===== src/rtl/parity_mem_ctrl.sv =====
// Single-port word memory with one parity bit per word, written-flags and a saturating
// parity-error counter. Reads return one cycle later; a write wins over a same-cycle read.
module parity_mem_ctrl #(
  parameter int unsigned DATA_W = 8,
  parameter int unsigned ADDR_W = 8,
  parameter int unsigned CNT_W  = 8
) (
  input  logic              clk,
  input  logic              rst_n,
  input  logic              write,
  input  logic              read,
  input  logic [ADDR_W-1:0] address,
  input  logic [DATA_W-1:0] data_in,
  input  logic              inj_err,
  input  logic              clr_cnt,
  output logic [DATA_W:0]   data_out,
  output logic              rd_valid,
  output logic              par_err,
  output logic              uninit,
  output logic [CNT_W-1:0]  err_cnt
);

  localparam int unsigned Depth = 2 ** ADDR_W;

  logic [DATA_W:0]    mem [Depth];
  logic [Depth-1:0]   written_q;

  logic [DATA_W:0]    data_out_q;
  logic               rd_valid_q;
  logic               par_err_q;
  logic               uninit_q;
  logic [CNT_W-1:0]   err_cnt_q;

  logic               rd_accept;
  logic               wr_parity;
  logic [DATA_W:0]    rd_word;
  logic               rd_written;
  logic               rd_bad;

  assign rd_accept  = read & ~write;
  assign wr_parity  = (^data_in) ^ inj_err;
  assign rd_word    = mem[address];
  assign rd_written = written_q[address];
  // Only a previously written word can report a parity error.
  assign rd_bad     = rd_accept & rd_written & (^rd_word);

  // Payload array carries no reset; validity comes from written_q.
  always_ff @(posedge clk) begin
    if (write) begin
      mem[address] <= {wr_parity, data_in};
    end
  end

  always_ff @(posedge clk or negedge rst_n) begin
    if (!rst_n) begin
      written_q <= '0;
    end else if (write) begin
      written_q[address] <= 1'b1;
    end
  end

  always_ff @(posedge clk or negedge rst_n) begin
    if (!rst_n) begin
      data_out_q <= '0;
      rd_valid_q <= 1'b0;
      par_err_q  <= 1'b0;
      uninit_q   <= 1'b0;
      err_cnt_q  <= '0;
    end else begin
      rd_valid_q <= rd_accept;
      par_err_q  <= rd_bad;
      uninit_q   <= rd_accept & ~rd_written;
      if (rd_accept) begin
        data_out_q <= rd_written ? rd_word : '0;
      end
      if (clr_cnt) begin
        err_cnt_q <= '0;
      end else if (rd_bad && (err_cnt_q != '1)) begin
        err_cnt_q <= err_cnt_q + CNT_W'(1);
      end
    end
  end

  assign data_out = data_out_q;
  assign rd_valid = rd_valid_q;
  assign par_err  = par_err_q;
  assign uninit   = uninit_q;
  assign err_cnt  = err_cnt_q;

endmodule


===== config.mk =====
export PLATFORM = sky130hd
export DESIGN_NAME = parity_mem_ctrl
export DESIGN_NICKNAME = d
export VERILOG_FILES = /design/src/rtl/parity_mem_ctrl.sv
export SDC_FILE = /design/constraint.sdc
export NUM_CORES = 2
export LEC_CHECK = 0
export ABC_CLOCK_PERIOD_IN_PS = 4700
export CAP_MARGIN = 20
export CORE_MARGIN = 8
export CORE_UTILIZATION = 45
export CTS_BUF_LIST = sky130_fd_sc_hd__clkbuf_2 sky130_fd_sc_hd__clkbuf_4 sky130_fd_sc_hd__clkbuf_8
export DETAILED_ROUTE_END_ITERATION = 8
export REMOVE_ABC_BUFFERS = 1
export SLEW_MARGIN = 10
export SYNTH_ARGS = -nofsm -noshare
export SYNTH_HDL_FRONTEND = slang
export SYNTH_SLANG_ARGS = --single-unit

===== constraint.sdc =====
create_clock -name clk -period 4.7 [get_ports clk]
set_clock_uncertainty 0.15 [all_clocks]
set_input_delay 0.94 -clock clk [delete_from_list [all_inputs] [get_ports clk]]
set_output_delay 0.94 -clock clk [all_outputs]
set_load 0.005 [all_outputs]

==> run_results.csv <==
group,metric,value,unit
run_status,status,"finished, violations left",
run_status,violations,"setup timing",
placed_design,dp_hpwl,170,mm
routing,vias_per_cell,5.81,
pwr,power_frac_comb,7.3,%
global_route,gr-total-overflow,0,
routing,wl_per_cell,30.1,um
synth,synth-seq-area-share,76.4,%
timing,fin_crit,4730,ps
timing,hold_viol,0,
synth,synth_area,99500,um2
synth,synth_fa_ha_area_share,0.0126,%
placed_design,numPortBuffers,41,
pwr,p_sw,11100,uW
global_route,grt_pass1_vias,52800,
flow_run,maxCapViolCount,0,
floorplan,die_h,486,um
floorplan,die-width,486,um
finish,drive_above_1_share,42.3,%
critical_path,crit_required,5560,ps
clock_network,clk_latency,1130,ps
pwr,switching_share,22.4,%
routing,ant_nets,0,
synth,synth_seq_cells,2580,
timing,fmax,211,MHz
finish,layout_commonest_cell,"edfxtp_1",
clock_network,htreeDepth,5,
synth,yosys_warnings,0,
placed_design,gp_congestion,0.843,
synth,ys_top_cells_by_area,"edfxtp_1, mux4_2, dfrtp_1",
clock_network,cts.reportedPaths.clkPinSlew,70,ps
synth,syn_inst,4577,
timing,setup_viol,1,
critical_path,max_stage_delay,710,ps
pwr,power.density,418,nW/um2
critical_path,critPathKind,"in -> reg",
routing,drt_iter0_drc,5463,
finish,synthToLayoutAreaGrowth,18.9,%
floorplan,start_util,45.3,%
global_route,globalRouteTotalUtil,22.3,%
clock_network,cts-root-buf,"clkbuf_8",
synth,synth.distinct_cells,55,
floorplan,die_area,237000,um2
critical_path,start_kind,"input port",
critical_path,crit_path_end_kind,"register",
finish,final_area,118000,um2
synth,syn_area_per_cell,21.7,um2
timing,setup_ws,-29.4,ps
clock_network,cts.sinks,2580,
pwr,power_frac_seq,51.8,%
pwr,ir_drop,0.291,mV
placed_design,place_area,109000,um2
synth,synth_area_leader_cell,"edfxtp_1",
timing,tightest_slew,1170,ps
routing,drc,0,
floorplan,fp-row-count,172,
finish,nets,5560,
global_route,grt_pass1_wl,384,mm
critical_path,cp_data_arrival_time,5590,ps
timing,relSlewSlack,22.0,%
synth,yosys-mux-area-fraction,16.3,%
synth,synth-edff-count,2304,
floorplan,core-area,220000,um2
routing,first_pass_iters,5,
synth,async_reset_ff_share,10.7,%
critical_path,crit_slowest_cell,"o41ai_1",
timing,maxSlewViolCount,0,
synth,synth_compound_area_share,2.36,%
global_route,antenna_found_initial,10,
routing,wirelength,266,mm
routing,vias,51400,
clock_network,cts_buffers,431,
clock_network,cts_tree,"done",
pwr,p_leak,0.0408,uW
critical_path,cp_cell_sequence,"buf_8, buf_12, buf_12, mux4_2, a22oi_1, a21oi_1, o41ai_1, buf_4, nand4_1, xor2_1, xnor3_1, buf_4, xor3_1, or4_1, a21oi_1",
timing,finalSetupTns,-29.4,ps
pwr,clkPwrFrac,40.9,%
synth,synth_top_family_by_area,"multiplexers",
finish,layout_common_cells,"edfxtp_1, mux4_2, buf_4, clkbuf_8, dfrtp_1",
synth,synth_ff_type,"edfxtp_1",
global_route,grt_max_degree,188,
clock_network,cts_max_path_buffers,4,
pwr,power.internal,38400,uW
timing,fin_crit_sh,101,%
synth,yosysTopAreaCellShare,69.5,%
synth,synth-simple-area-share,3.32,%
synth,synth_xor_area_share,0.175,%
timing,rsz0062_at_grt,"false",
critical_path,cp_max_fo,21,
worst_hold_path,min_path_type,"in -> reg",
floorplan,pin_count,42,
[synth_stat cells, types with 6 or more instances]
| library cell | number |
|---|---|
| buf_4 | 24 |
| nand3_1 | 16 |
| buf_2 | 54 |
| o22ai_1 | 9 |
| mux2i_1 | 8 |
| a22o_1 | 19 |
| nand4_1 | 10 |
| clkbuf_1 | 139 |
| edfxtp_1 | 2304 |
| dfrtp_1 | 276 |
| inv_1 | 8 |
| nor2b_1 | 14 |
| a22oi_1 | 149 |
| buf_1 | 21 |
| buf_6 | 25 |
| nor3_1 | 35 |
| or2_2 | 258 |
| a221oi_1 | 22 |
| nor2_1 | 236 |
| a21oi_1 | 76 |
| nand2b_1 | 6 |
| xnor2_1 | 8 |
| o41ai_1 | 16 |
| nand2_1 | 59 |
| mux4_2 | 715 |
| o21ai_0 | 11 |
[registers in the layout (all words and copies together), names as in the netlist]
register	count
err_cnt	8
uninit	1
mem	2304
written_q	256
rd_valid	1
data_out	9
par_err	1
[critical path, delay by kind of cell]
| kind | cells | cell delay [ps] |
|---|---|---|
| AOI/OAI and AO/OA | 4 | 1290 |
| and+or+nand+nor | 2 | 690 |
| buffers and inverters | 5 | 1080 |
| xor gates and xnor gates | 3 | 950 |
| muxes | 1 | 560 |
[timing repair]
| item | CTS | global route |
|---|---|---|
| setup buffers | 0 | 0 |
| gates resized for setup | 1 | 3 |
| endpoints found under the hold margin | 110 | 0 |
| hold buffers | 4 | 0 |
| endpoints found under the setup margin | 2 | 3 |
[cells by family (layout without fill, tap and decap cells)]
kind of cell,count (synthesis),count (layout)
buffers and inverters,275,1591
and+or+nand+nor,651,651
DFF,2580,2580
other,0,7
AOI/OAI and AO/OA,331,331
muxes,724,724
adders and majority gates,1,1
xor gates and xnor gates,15,15
[area by class of cell]
class / count / area [um2]
antenna: 7 / 17.5
clock buffer: 680 / 8230
clock inverter: 109 / 666
fill: 16900 / 101000
inverter: 8 / 30.0
multi-input combinational: 1722 / 22100
sequential: 2580 / 76100
tap: 2958 / 3700
timing repair buffer: 794 / 7480
[layer usage]
layer	part of all wire, %	wire, um	GRT usage [%]	vias up
met1	41	109000	31.5	27500
met2	47	126000	34.7	2353
met4	3.5	9400	7.90	4
li1	-	-	-	21100
met3	8.5	22500	4.73	511
met5	0.010	27	0	-
[power by group through the flow]
stage	clock network, uW	registers, uW	logic, uW
floorplan	0	26200	1370
global placement	0	26100	3570
detailed placement	0	26100	3630
CTS	20600	25600	3640
global route	21500	25600	3790
finish	20200	25600	3610
[worst paths after layout]
path	slack, ps	endpoint	cells after the start	start
min in group asynchronous	340	written_q[200]$_DFFE_PN0P_	2	rst_n
min reg2reg	310	written_q[2]$_DFFE_PN0P_	1	written_q[2]$_DFFE_PN0P_
max in group asynchronous	2910	written_q[90]$_DFFE_PN0P_	3	rst_n
min	140	mem[123][4]$_DFFE_PP_	1	data_in[4]
max	-30	err_cnt[3]$_DFFE_PN0P_	15	address[0]
max reg2reg	200	err_cnt[3]$_DFFE_PN0P_	13	mem[235][2]$_DFFE_PP_
[metrics by stage]
stage	util (%)	setup slack (ps)	hold slack (ps)	instances	total power (uW)
floorplan	-	-5700	284	4310	27600
global placement	49.8	-1310	293	8053	29700
detailed placement	49.8	-1220	297	8056	29700
CTS	53.8	9.62	52.3	8849	49900
global route	53.9	17.6	75.1	8857	51000
finish	53.9	-29.4	140	8858	49500
No activity file was read; power rests on OpenSTA's default activity.
